--- src/rtl/stall_ctrl_pkg.sv ---
// Shared encodings for the hazard/stall unit: Tuse/Tnew codes, HI/LO latencies
// and the multiply/divide timer state.
package stall_ctrl_pkg;

    localparam logic [1:0] TUSE_0    = 2'd0;
    localparam logic [1:0] TUSE_1    = 2'd1;
    localparam logic [1:0] TUSE_2    = 2'd2;
    localparam logic [1:0] TUSE_NONE = 2'd3;

    localparam logic [1:0] TNEW_0 = 2'd0;
    localparam logic [1:0] TNEW_1 = 2'd1;
    localparam logic [1:0] TNEW_2 = 2'd2;

    localparam logic [3:0] MULT_CYCLES = 4'd5;
    localparam logic [3:0] DIV_CYCLES  = 4'd10;

    typedef enum logic {
        MD_IDLE = 1'b0,
        MD_BUSY = 1'b1
    } md_state_t;

    // A source register hazards when a later stage will write it but the value
    // is not forwardable before the D instruction needs it.
    function automatic logic reg_hazard(
        input logic [4:0] src,
        input logic [1:0] tuse,
        input logic [4:0] e_wa,
        input logic [1:0] e_tnew,
        input logic [4:0] m_wa,
        input logic [1:0] m_tnew
    );
        logic e_hit;
        logic m_hit;
        e_hit = (e_wa == src) && (e_tnew > tuse);
        m_hit = (m_wa == src) && (m_tnew > tuse);
        return (src != 5'd0) && (tuse != TUSE_NONE) && (e_hit || m_hit);
    endfunction

endpackage

--- src/rtl/stall_ctrl_if.sv ---
// Signal bundle between the pipeline and the stall controller; md_state is a
// debug view of the HI/LO timer.
interface stall_ctrl_if;
    import stall_ctrl_pkg::*;

    logic [4:0]  d_rs;
    logic [4:0]  d_rt;
    logic [1:0]  d_rs_tuse;
    logic [1:0]  d_rt_tuse;
    logic        d_is_md;
    logic [4:0]  e_wa;
    logic [1:0]  e_tnew;
    logic [4:0]  m_wa;
    logic [1:0]  m_tnew;
    logic        e_md_start;
    logic        e_md_op;
    logic        pc_en;
    logic        d_en;
    logic        e_flush;
    logic        md_busy;
    logic [31:0] stall_count;
    md_state_t   md_state;

    // Purely combinational request/response: no valid/ready, every cycle's
    // inputs produce that cycle's enables; md_busy/stall_count are registered.
    modport master (
        output d_rs, d_rt, d_rs_tuse, d_rt_tuse, d_is_md,
        output e_wa, e_tnew, m_wa, m_tnew, e_md_start, e_md_op,
        input  pc_en, d_en, e_flush, md_busy, stall_count, md_state
    );

    modport slave (
        input  d_rs, d_rt, d_rs_tuse, d_rt_tuse, d_is_md,
        input  e_wa, e_tnew, m_wa, m_tnew, e_md_start, e_md_op,
        output pc_en, d_en, e_flush, md_busy, stall_count, md_state
    );

endinterface

--- src/rtl/stall_ctrl_md_timer.sv ---
// HI/LO busy timer: counts the fixed mult/div latency after a launch from E.
module md_timer
    import stall_ctrl_pkg::*;
(
    input  logic      clk,
    input  logic      rst,
    input  logic      start,
    input  logic      op,
    output logic      busy,
    output md_state_t state
);

    md_state_t  state_q, state_d;
    logic [3:0] cnt_q, cnt_d;

    always_ff @(posedge clk or posedge rst) begin
        if (rst) begin
            state_q <= MD_IDLE;
            cnt_q   <= 4'd0;
        end else begin
            state_q <= state_d;
            cnt_q   <= cnt_d;
        end
    end

    // A start while already busy is dropped; the hazard logic stalls it anyway.
    always_comb begin
        state_d = state_q;
        cnt_d   = cnt_q;
        case (state_q)
            MD_IDLE: begin
                if (start) begin
                    state_d = MD_BUSY;
                    cnt_d   = op ? DIV_CYCLES : MULT_CYCLES;
                end
            end
            MD_BUSY: begin
                if (cnt_q == 4'd1) begin
                    state_d = MD_IDLE;
                    cnt_d   = 4'd0;
                end else begin
                    cnt_d = cnt_q - 4'd1;
                end
            end
            default: begin
                state_d = MD_IDLE;
                cnt_d   = 4'd0;
            end
        endcase
    end

    assign busy  = (state_q == MD_BUSY);
    assign state = state_q;

endmodule

--- src/rtl/stall_ctrl.sv ---
// Pipeline stall controller: register/HI-LO hazard detection, stall enables
// and a saturating count of stalled cycles.
module stall_ctrl
    import stall_ctrl_pkg::*;
(
    input  logic         clk,
    input  logic         reset,
    stall_ctrl_if.slave  bus
);

    logic        rs_hazard;
    logic        rt_hazard;
    logic        md_hazard;
    logic        stall;
    logic        md_busy;
    md_state_t   md_state;
    logic [31:0] stall_count_q;

    md_timer u_md_timer (
        .clk   (clk),
        .rst   (reset),
        .start (bus.e_md_start),
        .op    (bus.e_md_op),
        .busy  (md_busy),
        .state (md_state)
    );

    assign rs_hazard = reg_hazard(bus.d_rs, bus.d_rs_tuse, bus.e_wa, bus.e_tnew,
                                  bus.m_wa, bus.m_tnew);
    assign rt_hazard = reg_hazard(bus.d_rt, bus.d_rt_tuse, bus.e_wa, bus.e_tnew,
                                  bus.m_wa, bus.m_tnew);
    // The launching cycle counts as busy because HI/LO are not yet updated.
    assign md_hazard = bus.d_is_md && (md_busy || bus.e_md_start);
    assign stall     = rs_hazard || rt_hazard || md_hazard;

    always_ff @(posedge clk or posedge reset) begin
        if (reset) begin
            stall_count_q <= 32'd0;
        end else if (stall && (stall_count_q != 32'hFFFF_FFFF)) begin
            stall_count_q <= stall_count_q + 32'd1;
        end
    end

    assign bus.pc_en       = !stall;
    assign bus.d_en        = !stall;
    assign bus.e_flush     = stall;
    assign bus.md_busy     = md_busy;
    assign bus.stall_count = stall_count_q;
    assign bus.md_state    = md_state;

endmodule

--- src/flat_wrapper.sv ---
// flat-port wrapper written by rule: the top's interface ports become plain ports
module stall_ctrl_flat import stall_ctrl_pkg::*;
  (clk, reset, bus_d_rs, bus_d_rt, bus_d_rs_tuse, bus_d_rt_tuse, bus_d_is_md, bus_e_wa, bus_e_tnew, bus_m_wa, bus_m_tnew, bus_e_md_start, bus_e_md_op, bus_pc_en, bus_d_en, bus_e_flush, bus_md_busy, bus_stall_count, bus_md_state);
  stall_ctrl_if bus_i ();
  input  logic clk;
  input  logic reset;
  input wire logic [$bits(bus_i.d_rs)-1:0] bus_d_rs;
  input wire logic [$bits(bus_i.d_rt)-1:0] bus_d_rt;
  input wire logic [$bits(bus_i.d_rs_tuse)-1:0] bus_d_rs_tuse;
  input wire logic [$bits(bus_i.d_rt_tuse)-1:0] bus_d_rt_tuse;
  input wire logic [$bits(bus_i.d_is_md)-1:0] bus_d_is_md;
  input wire logic [$bits(bus_i.e_wa)-1:0] bus_e_wa;
  input wire logic [$bits(bus_i.e_tnew)-1:0] bus_e_tnew;
  input wire logic [$bits(bus_i.m_wa)-1:0] bus_m_wa;
  input wire logic [$bits(bus_i.m_tnew)-1:0] bus_m_tnew;
  input wire logic [$bits(bus_i.e_md_start)-1:0] bus_e_md_start;
  input wire logic [$bits(bus_i.e_md_op)-1:0] bus_e_md_op;
  output wire logic [$bits(bus_i.pc_en)-1:0] bus_pc_en;
  output wire logic [$bits(bus_i.d_en)-1:0] bus_d_en;
  output wire logic [$bits(bus_i.e_flush)-1:0] bus_e_flush;
  output wire logic [$bits(bus_i.md_busy)-1:0] bus_md_busy;
  output wire logic [$bits(bus_i.stall_count)-1:0] bus_stall_count;
  output wire logic [$bits(bus_i.md_state)-1:0] bus_md_state;
  assign bus_i.d_rs = bus_d_rs;
  assign bus_i.d_rt = bus_d_rt;
  assign bus_i.d_rs_tuse = bus_d_rs_tuse;
  assign bus_i.d_rt_tuse = bus_d_rt_tuse;
  assign bus_i.d_is_md = bus_d_is_md;
  assign bus_i.e_wa = bus_e_wa;
  assign bus_i.e_tnew = bus_e_tnew;
  assign bus_i.m_wa = bus_m_wa;
  assign bus_i.m_tnew = bus_m_tnew;
  assign bus_i.e_md_start = bus_e_md_start;
  assign bus_i.e_md_op = bus_e_md_op;
  assign bus_pc_en = bus_i.pc_en;
  assign bus_d_en = bus_i.d_en;
  assign bus_e_flush = bus_i.e_flush;
  assign bus_md_busy = bus_i.md_busy;
  assign bus_stall_count = bus_i.stall_count;
  assign bus_md_state = bus_i.md_state;
  stall_ctrl u_core (.clk(clk), .reset(reset), .bus(bus_i));
endmodule
--- config.mk ---
export PLATFORM = sky130hd
export DESIGN_NAME = stall_ctrl_flat
export DESIGN_NICKNAME = d
export VERILOG_FILES = /design/src/rtl/stall_ctrl_pkg.sv /design/src/rtl/stall_ctrl_if.sv /design/src/rtl/stall_ctrl_md_timer.sv /design/src/rtl/stall_ctrl.sv /design/src/flat_wrapper.sv
export SDC_FILE = /design/constraint.sdc
export NUM_CORES = 1
export LEC_CHECK = 0
export BUFFER_PORTS_ARGS = -buffer_cell sky130_fd_sc_hd__buf_2
export CORE_MARGIN = 3
export CORE_UTILIZATION = 37
export DETAILED_ROUTE_END_ITERATION = 16
export PLACE_DENSITY = 0.69
export SETUP_SLACK_MARGIN = 0.5
export SLEW_MARGIN = 40
export SYNTH_ARGS = -nofsm -noshare
export SYNTH_HDL_FRONTEND = slang
export SYNTH_SLANG_ARGS = --single-unit
--- constraint.sdc ---
create_clock -name clk -period 5 [get_ports clk]
set_clock_uncertainty 0.05 [all_clocks]
set_input_delay 0.5 -clock clk [delete_from_list [all_inputs] [get_ports clk]]
set_output_delay 0.5 -clock clk [all_outputs]
set_load 0.1 [all_outputs]
======== After elaboration in Yosys (flattened, before gate mapping) ========
Index checks and enable logic that the tools add are counted.
cells by class
  multiplexer cells ....................... 7
  order comparisons ....................... 4
  add/subtract/negate cells ............... 2
  eq/ne operators ......................... 9
  reductions and logical operators ........ 18
  bitwise gates (word level) .............. 1
operator list
  kind                                                                    count
  32-bit by 1-bit adder with 32-bit output (second input constant)        1
  32-bit != test (second input constant)                                  1
  5-bit equality test                                                     4
  4-bit 2-to-1 mux                                                        3
  1-bit logical AND                                                       10
  5-bit nonzero test                                                      2
  2-bit > comparator                                                      4
  4-bit case mux with 2 select lines                                      1
  2-bit != test (second input constant)                                   3
  1-bit logical OR                                                        5
  4-bit by 1-bit equality test with 1-bit output (second input constant)  1
  4-bit by 1-bit subtractor with 4-bit output (second input constant)     1
  1-bit 2-to-1 mux                                                        2
  1-bit case mux with 2 select lines                                      1
  1-bit zero test                                                         1
  1-bit inverter                                                          1
storage, ports and cells
  logic and storage cells ................. 44
  register bits ........................... 37
  input bits .............................. 33

======== Depth between registers and ports, before layout ========
Gate-level depths: netlist of run 1.
  word-level depth ........................ 7
  mapped depth ............................ 11

======== By module ========
A second synthesis of run 1 with hierarchy kept.
second synthesis, totals
  cell total of the unflattened synthesis .. 229
  area, all modules ....................... 2,303.5 um^2
modules (own cells, without submodules)
  module      cells each  instances  seq. area each (um^2)  area each (um^2)
  stall_ctrl  196         1          800.8                  1,991.9
  md_timer    33          1          125.1                  311.5

======== Worst setup path after synthesis of run 1 ========
No wires, ideal clock.
  path type ............................... reg2out
  start point ............................. register u_core.u_md_timer.state_q (netlist: u_core.u_md_timer.busy)
  end point ............................... output port bus_e_flush
  required time ........................... 4.450 ns
  slack ................................... -0.536 ns
  cell stages (with the launch flop) ...... 6
  data arrival time ....................... 4.986 ns
  buffers on the path ..................... 1
  cell sequence ........................... dfrtp_1 -> clkbuf_1 -> nor2_1 -> nor2b_1 -> nor3_1 -> inv_1
on the way
  cells in the longest elaborated chain, start to end .. 3
ends and longest elaborated chain
  item                    line                       RTL
  from (decl)             stall_ctrl_md_timer.sv:13  md_state_t state_q, state_d;
  from (signal assigned)  stall_ctrl_md_timer.sv:21  state_q <= state_d;
  1-bit logical OR        stall_ctrl.sv:33           assign md_hazard = bus.d_is_md && (md_busy || bus.e_md_start);
  1-bit logical AND       stall_ctrl.sv:33
  1-bit logical OR        stall_ctrl.sv:34           assign stall = rs_hazard || rt_hazard || md_hazard;
  to (decl)               flat_wrapper.sv:20         output wire logic [$bits(bus_i.e_flush)-1:0] bus_e_flush;
Every way passes these cells.

======== Worst setup path in the final report of run 1 ========
  start point ............................. input port bus_d_rt_tuse[1]
  end point ............................... output port bus_e_flush
on the way
  cells in the longest elaborated chain, start to end .. 6
  elaborated cells between the ends (all ways) .. 10
  classes of those cells .................. order compare: 2; eq/ne: 1; reduce/logical: 7
ends and longest elaborated chain
  item                                   line                                        RTL
  from (decl)                            flat_wrapper.sv:10                          input wire logic [$bits(bus_i.d_rt_tuse)-1:0] bus_d_rt_tuse;
  2-bit > comparator (on tied branches)  stall_ctrl_pkg.sv:34, stall_ctrl_pkg.sv:35
  1-bit logical AND (on tied branches)   stall_ctrl_pkg.sv:34, stall_ctrl_pkg.sv:35
  1-bit logical OR                       stall_ctrl_pkg.sv:36                        return (src != 5'd0) && (tuse != TUSE_NONE) && (e_hit || m_hit);
  1-bit logical AND (*)                  stall_ctrl_pkg.sv:36
  1-bit logical OR (*) (2 in series)     stall_ctrl.sv:34
Mark *: on every way between the ends. The rest lies on a longest branch, timed or not.

==> results of run 1 <==
## how the worst max path moves through the flow
stage,cells past startpoint,to,slack (ns),start
after CTS,10,bus_e_flush,1.79,bus_d_rt_tuse[1]
after global routing,10,bus_e_flush,1.63,bus_d_rt_tuse[1]
after floorplan,5,bus_e_flush,0.81,u_core.u_md_timer.busy
after global placement,10,bus_e_flush,1.83,bus_d_rt_tuse[1]
final,10,bus_e_flush,1.82,bus_d_rt_tuse[1]
after detailed placement,12,u_core.bus.stall_count[15],1.78,bus_d_rt_tuse[1]
## where the power goes
group	leakage [uW]	total (uW)	internal [uW]	switching [uW]
combinational	0.000975	541	122	419
sequential	0.000466	404	348	55.8
clock	0.0000445	215	98.9	116
total	0.00149	1160	569	591
## synthesized netlist by cell type, types with 2 or more instances
cell	number	area, um2
sky130_fd_sc_hd__nor2_1	17	63.81
sky130_fd_sc_hd__nor2b_1	2	12.51
sky130_fd_sc_hd__dfrtp_1	37	925.9
sky130_fd_sc_hd__nand3_1	8	40.04
sky130_fd_sc_hd__or3_1	2	12.51
sky130_fd_sc_hd__mux2_1	2	22.52
sky130_fd_sc_hd__xnor2_1	18	157.7
sky130_fd_sc_hd__nor3b_1	2	15.01
sky130_fd_sc_hd__nand2_1	22	82.58
sky130_fd_sc_hd__xor2_1	30	262.8
sky130_fd_sc_hd__a31oi_1	2	12.51
sky130_fd_sc_hd__buf_6	2	22.52
sky130_fd_sc_hd__ha_1	11	137.6
sky130_fd_sc_hd__inv_1	22	82.58
sky130_fd_sc_hd__nor4_1	7	43.79
sky130_fd_sc_hd__o21ai_0	5	25.02
sky130_fd_sc_hd__mux2_2	2	22.52
sky130_fd_sc_hd__and3_1	4	25.02
sky130_fd_sc_hd__and2_1	2	12.51
sky130_fd_sc_hd__a21oi_1	7	35.03
sky130_fd_sc_hd__or4_1	6	45.04
sky130_fd_sc_hd__buf_4	2	15.01
sky130_fd_sc_hd__nor3_1	13	65.06
sky130_fd_sc_hd__and4_1	2	17.52
sky130_fd_sc_hd__nand4_1	8	50.05
## cells in the final DEF (no fill, tap or decap), types with 2 or more instances in the layout
cell type and instances:
sky130_fd_sc_hd__xnor2_1 18, sky130_fd_sc_hd__nor4_1 7, sky130_fd_sc_hd__nor2b_1 2, sky130_fd_sc_hd__nand4_1 8
sky130_fd_sc_hd__ha_1 11, sky130_fd_sc_hd__or4_1 6, sky130_fd_sc_hd__nor3_1 12, sky130_fd_sc_hd__o21ai_0 5
sky130_fd_sc_hd__nor2_1 17, sky130_fd_sc_hd__or3_1 2, sky130_fd_sc_hd__dfrtp_1 37, sky130_fd_sc_hd__inv_1 22
sky130_fd_sc_hd__nand2_1 22, sky130_fd_sc_hd__a21oi_1 7, sky130_fd_sc_hd__buf_2 69, sky130_fd_sc_hd__and4_1 2
sky130_fd_sc_hd__clkbuf_8 5, sky130_fd_sc_hd__nor3b_1 2, sky130_fd_sc_hd__mux2_2 2, sky130_fd_sc_hd__mux2_1 2
sky130_fd_sc_hd__and2_1 2, sky130_fd_sc_hd__and3_1 4, sky130_fd_sc_hd__buf_6 2, sky130_fd_sc_hd__a31oi_1 2
sky130_fd_sc_hd__xor2_1 30, sky130_fd_sc_hd__nand3_1 8
## sequential cells by signal, indices dropped and copies added, names as in the netlist
signal                   flops
u_core.bus.stall_count      32
u_core.u_md_timer.cnt_q      4
u_core.u_md_timer.busy       1
## worst max-delay path: stages
cell and delay, ns:
sky130_fd_sc_hd__buf_2 0.10, sky130_fd_sc_hd__inv_1 0.05, sky130_fd_sc_hd__ha_1 0.28, sky130_fd_sc_hd__nand2_1 0.08, sky130_fd_sc_hd__nand4_1 0.09, sky130_fd_sc_hd__or4_1 0.54, sky130_fd_sc_hd__a221oi_2 0.38, sky130_fd_sc_hd__nor3_2 0.14
sky130_fd_sc_hd__inv_1 0.07, sky130_fd_sc_hd__buf_2 0.41
## stage by stage
stage | util, % | hold WS (ns) | total power, uW | instances | area (um2)
floorplan | - | 0.4504 | 858.0 | 246 | 2320
global placement | 45.55 | 0.4207 | 941.8 | 385 | 2729
detailed placement | 45.93 | 0.4278 | 957.9 | 387 | 2751
CTS | 47.43 | 0.2633 | 1177 | 395 | 2841
global route | 47.43 | 0.3191 | 1238 | 395 | 2841
finish | 47.43 | 0.2495 | 1159 | 395 | 2841
## logic make-up (layout without fill, tap and decap cells)
family | count (synthesis) | after routing
and+or+nand+nor | 100 | 100
xor gates and xnor gates | 48 | 48
DFF | 37 | 37
buffers and inverters | 28 | 102
AOI/OAI and AO/OA | 18 | 18
adders and majority gates | 11 | 11
muxes | 4 | 4
## per-layer routing
metal,vias to the layer above,part of all wire (%),global-route usage (%)
met5,-,0,0
met4,0,1.0,3.885
met3,6,7.1,4.757
met2,54,46,25.42
met1,914,45,19.69
li1,988,-,-
## layout make-up
| class | instances | area [um2] |
|---|---|---|
| fillers | 581 | 3149 |
| multi-input cells | 181 | 1274 |
| flip-flops and latches | 37 | 925.9 |
| repair buffers | 72 | 375.4 |
| well taps | 75 | 93.84 |
| inverters | 22 | 82.58 |
| clock buffers | 5 | 68.82 |
| clock inverters | 3 | 21.27 |
==> summary.txt, run 1 <==
Result of the run: finished, final reports clean
Worst Setup Slack, final: 1.818 ns
Unrepaired setup endpoints after global routing: false
Gp weighted congestion: 0.8141
Vert. Die Dim: 85.10 um
Die outline area: 7241 um2
Clock sink count: 37
Synthesis-to-layout area growth: 22.76%
Launch point of the worst reg-to-reg path: u_core.bus.stall_count[1]
Setup Fix Bufs, Post-CTS: 0
Worst setup slack for register-to-register paths: 2.18 ns
Average wire per standard cell: 13.17 um
Number of violations reported at the end of detailed-routing iteration 0: 45
Number of antenna violations at the first check in global routing: 0
Worst reg-to-reg path cell count: 10
First-pass GRT wire length: 9197 um
Final number of max-transition violations: 0
Post-detail-place hpwl: 4046 um
Mux share of post-synthesis cell area: 1.946%
Final antenna-violating net count: 0
Drt pass-1 iters: 4
Placement Setup Slack: 1.779 ns
Fraction of the mapped netlist area in compound gates: 5.081%
XOR/XNOR Fraction of Synth Area: 18.16%
Highest ir drop seen on vdd: 0.0004082 V
Resized cells post-CTS: 0
Io pins: 70
Area share of and/or/nand/nor cells after synthesis: 23.30%
Vias after detailed routing: 1962
Layout cells sized above 1: 27.50%
Max Clock Freq: 314.2 MHz
Row count: 28
Maximum root-to-sink buffer count: 2
Crit-path max FO: 6
Final hold violations: 0
Global Route Usage Sum: 15.42%
Syn Std Cell Area: 2315 um2
Vias in the first global route: 1995
Number of flip-flops and latches in the synthesized netlist: 37
Number of enable flip-flop cells after synthesis: 0
CP Class: in -> out
Clock root buffer: sky130_fd_sc_hd__clkbuf_8
Remaining max-slew budget at the tightest pin: 62.82%
Yosys cell types: 36
Dominant combinational cell family by area after synthesis: simple AND/OR/NAND/NOR gates
Final wirelength: 5204 um
Req. time, crit path: 4.45 ns
Crit path launch type: input port
Largest net degree at the start of global routing: 38
Antenna diode count: 0
Post-Synthesis Cells: 246
Adder-cell share of the synthesized area: 5.946%
DRC violation count after routing: 0
Skew-Pair Late Insertion Delay: 0.29 ns
Syn_area_per_cell: 9.409 um2
Worst Setup End Kind: output port
Clock transition at path regs: 0.08 ns
Final Critical Period: 3.182 ns
Die X-Extent: 85.10 um
Via/cell ratio: 4.967
TritonCTS Buffers: 5
Initial Utilization: 38.64%
Count of port buffers added during placement: 69
Fin nets: 363
Worst-margin pin slew: 0.5577 ns
Number of max-cap violations: 0
Endpoint arrival time on the critical path: 2.63 ns
Reg2reg end: u_core.bus.stall_count[15]
Number of H-tree levels: 2
Synthesized netlist net count: 290
Core area: 5991 um2
Setup TNS: 0 ns
Final setup viols: 0
Hold buffers post-CTS: 0
Congestion Overflow GR: 0
Static leakage: 0.001485 uW
Min-delay worst type: in -> async
Part of the cycle the worst path needs: 63.65%
TritonCTS clock tree: yes
Portion of the post-synthesis area used by sequential elements: 40.00%
Pwr per Cell Area: 408.0 nW/um2
YS warnings: 0
Top FF cell, synth: sky130_fd_sc_hd__dfrtp_1
Synth async-reset ratio: 100.0%
(Power assumes the default switching activity.)
==> run 2, diff against run 1 <==
--- a/config.mk
+++ b/config.mk
@@ -5,6 +5,7 @@
 export SDC_FILE = /design/constraint.sdc
 export NUM_CORES = 1
 export LEC_CHECK = 0
+export ABC_AREA = 1
 export BUFFER_PORTS_ARGS = -buffer_cell sky130_fd_sc_hd__buf_2
 export CORE_MARGIN = 3
 export CORE_UTILIZATION = 37
==> constraint.sdc (replaced) <==
create_clock -name clk -period 2.7 [get_ports clk]
set_clock_uncertainty 0.05 [all_clocks]
set_input_delay 0.27 -clock clk [delete_from_list [all_inputs] [get_ports clk]]
set_output_delay 0.27 -clock clk [all_outputs]
set_load 0.1 [all_outputs]
==> summary.txt, run 2 <==
Largest register FFs: 32
Antenna diode count: 0
Global Route Usage Sum: 18.42%
Synthesis-to-layout area growth: 23.77%
Drt pass-1 iters: 4
Final antenna-violating net count: 0
Final wirelength: 8039 um
Reg2reg end: u_core.bus.stall_count[22]
Synth async-reset ratio: 100.0%
Final Critical Period: 2.067 ns
Largest cells by area after synthesis: sky130_fd_sc_hd__dfrtp_1 (31%), sky130_fd_sc_hd__nand2_1 (24%), sky130_fd_sc_hd__nand3_1 (8.0%)
Skew-Pair Late Insertion Delay: 0.30 ns
Yosys cell types: 26
Final hold violations: 0
Syn_area_per_cell: 6.298 um2
Gp weighted congestion: 0.9541
DRC violation count after routing: 0
Io pins: 70
Final number of max-transition violations: 0
Min-delay worst type: in -> async
Number of violations reported at the end of detailed-routing iteration 0: 201
Launch point of the worst reg-to-reg path: u_core.bus.stall_count[0]
Initial Utilization: 38.56%
Top FF cell, synth: sky130_fd_sc_hd__dfrtp_1
Worst Setup End Kind: output port
Fraction of synthesized cell area taken by the top area cell type: 30.76%
Worst setup slack for register-to-register paths: 0.70 ns
Clock root buffer: sky130_fd_sc_hd__clkbuf_8
Count of port buffers added during placement: 69
Die outline area: 9254 um2
Crit path launch type: flip-flop
Setup TNS: 0 ns
Vias in the first global route: 2975
Congestion Overflow GR: 0
Die X-Extent: 96.20 um
Clock sink count: 37
Post-Synthesis Cells: 478
Commonest non-fill, non-tap cell in the layout: sky130_fd_sc_hd__nand2_1
Worst reg-to-reg path cell count: 11
Number of flip-flops and latches in the synthesized netlist: 37
Fin nets: 595
Portion of the post-synthesis area used by sequential elements: 30.76%
Top-count cell post-synth: sky130_fd_sc_hd__nand2_1
Layout cells sized above 1: 21.38%
YS warnings: 0
First-pass GRT wire length: 13510 um
Via/cell ratio: 4.812
Number of enable flip-flop cells after synthesis: 0
Remaining max-slew budget at the tightest pin: 66.58%
Highest ir drop seen on vdd: 0.0002400 V
Number of placed instances, taps included: 642
Syn Std Cell Area: 3010 um2
Biggest area consumer among synthesized cells: sky130_fd_sc_hd__dfrtp_1
Maximum root-to-sink buffer count: 2
Number of max-cap violations: 0
Endpoint arrival time on the critical path: 1.75 ns
Number of H-tree levels: 2
Number of antenna violations at the first check in global routing: 0
Worst-margin pin slew: 0.5047 ns
TritonCTS Buffers: 5
Row count: 32
Core area: 7807 um2
TritonCTS clock tree: yes
Largest net degree at the start of global routing: 38
Post-detail-place hpwl: 6474 um
Crit-path max FO: 9
Pwr per Cell Area: 600.6 nW/um2
Clock transition at path regs: 0.08 ns
Synthesized netlist net count: 522
Unrepaired setup endpoints after global routing: false
Leading cell types by count after synthesis: sky130_fd_sc_hd__nand2_1 (190), sky130_fd_sc_hd__inv_1 (57), sky130_fd_sc_hd__nand3_1 (48), sky130_fd_sc_hd__nor2_1 (46), sky130_fd_sc_hd__dfrtp_1 (37)
Post-route non-filler standard cell count: 654
Static leakage: 0.002006 uW
Hold buffers post-CTS: 0
Req. time, crit path: 2.38 ns
Vias after detailed routing: 3147
Max Clock Freq: 483.8 MHz
CP Class: reg -> out
Final setup viols: 0
Part of the cycle the worst path needs: 76.55%
Result of the run: finished, final reports clean
Vert. Die Dim: 96.20 um
Highest-count cells in the layout ignoring fill and taps: sky130_fd_sc_hd__nand2_1 (190), sky130_fd_sc_hd__buf_2 (65), sky130_fd_sc_hd__inv_1 (53), sky130_fd_sc_hd__nand3_1 (47), sky130_fd_sc_hd__nor2_1 (45)
Average wire per standard cell: 12.29 um
run 2: cell types whose count changed after synthesis, sizes merged, moves of 4 or more:
cell / before / now
o21ai: 5 / 9
xor2: 30 / 17
inv: 22 / 58
nor2: 17 / 49
xnor2: 18 / 11
mux2: 4 / 0
nor4: 7 / 0
nand3: 8 / 50
buf: 5 / 11
or4: 7 / 0
nand2: 22 / 192
run 2: cells by family after synthesis:
| kind of cell | after synthesis | share of synthesized area [%] |
|---|---|---|
| XOR/XNOR | 28 | 8.146 |
| buffers and inverters | 70 | 9.767 |
| flip-flops | 37 | 30.76 |
| AND/OR/NAND/NOR | 315 | 43.81 |
| AO/OA/AOI/OAI | 17 | 2.951 |
| adder cells (fa/ha/maj) | 11 | 4.572 |
run 2: area by class of cell:
class                      count  area [um2]
clock buffer                   8       90.09
timing repair buffer          78       471.7
multi-input combinational    371        1851
sequential                    37       949.7
tap                          102       127.6
inverter                      58       236.5
fill                         800        4081
run 2: per-layer routing:
layer / wire [um] / track usage (%) / up-vias
met1: 3568 / 24.26 / 1406
met3: 556 / 4.222 / 13
li1: - / - / 1631
met2: 3787 / 29.79 / 97
met5: 0 / 0 / -
met4: 126 / 5.687 / 0
run 2: worst max-delay path: stages, from the launching register on:
cell                      delay [ns]
sky130_fd_sc_hd__dfrtp_4        0.53
sky130_fd_sc_hd__nor2_2         0.20
sky130_fd_sc_hd__inv_1          0.10
sky130_fd_sc_hd__nand2_1        0.12
sky130_fd_sc_hd__nand3_4        0.15
sky130_fd_sc_hd__buf_6          0.18
sky130_fd_sc_hd__buf_12         0.16
run 2: power breakdown:
part	total (uW)	switching (uW)	internal (uW)
combinational	1090	796	290
sequential	749	103	646
clock	403	195	208
total	2240	1090	1140
run 2: metrics by stage:
stage / hold WS (ns) / worst slack, ns / utilization [%] / total power, uW / area (um2)
3_3_place_gp: 0.3491 / 0.5302 / 45.79 / 1805 / 3575
6_report: 0.01775 / 0.6331 / 47.72 / 2238 / 3726
3_5_place_dp: 0.3529 / 0.5023 / 45.79 / 1818 / 3575
5_1_grt: 0.06325 / 0.5060 / 47.72 / 2375 / 3726
4_1_cts: 0.03231 / 0.5361 / 47.07 / 2233 / 3675
2_1_floorplan: 0.3986 / 0.2270 / - / 1622 / 3129
run 2: how the worst max path moves through the flow:
stage	start	endpoint	slack [ns]	cells past startpoint
6_report	u_core.u_md_timer.busy	bus_e_flush	0.63	6
5_1_grt	bus_d_rt_tuse[1]	bus_pc_en	0.51	14
2_1_floorplan	bus_d_rt_tuse[1]	bus_pc_en	0.23	15
3_5_place_dp	bus_d_rt_tuse[1]	bus_e_flush	0.50	11
4_1_cts	u_core.u_md_timer.busy	bus_e_flush	0.54	6
3_3_place_gp	bus_d_rs_tuse[1]	bus_e_flush	0.53	11
run 2: repair_timing:
item / 4_1_cts / 5_1_grt
endpoints found under the setup margin: 3 / 33
buffers inserted: 0 / 4
gates resized for setup: 2 / 5
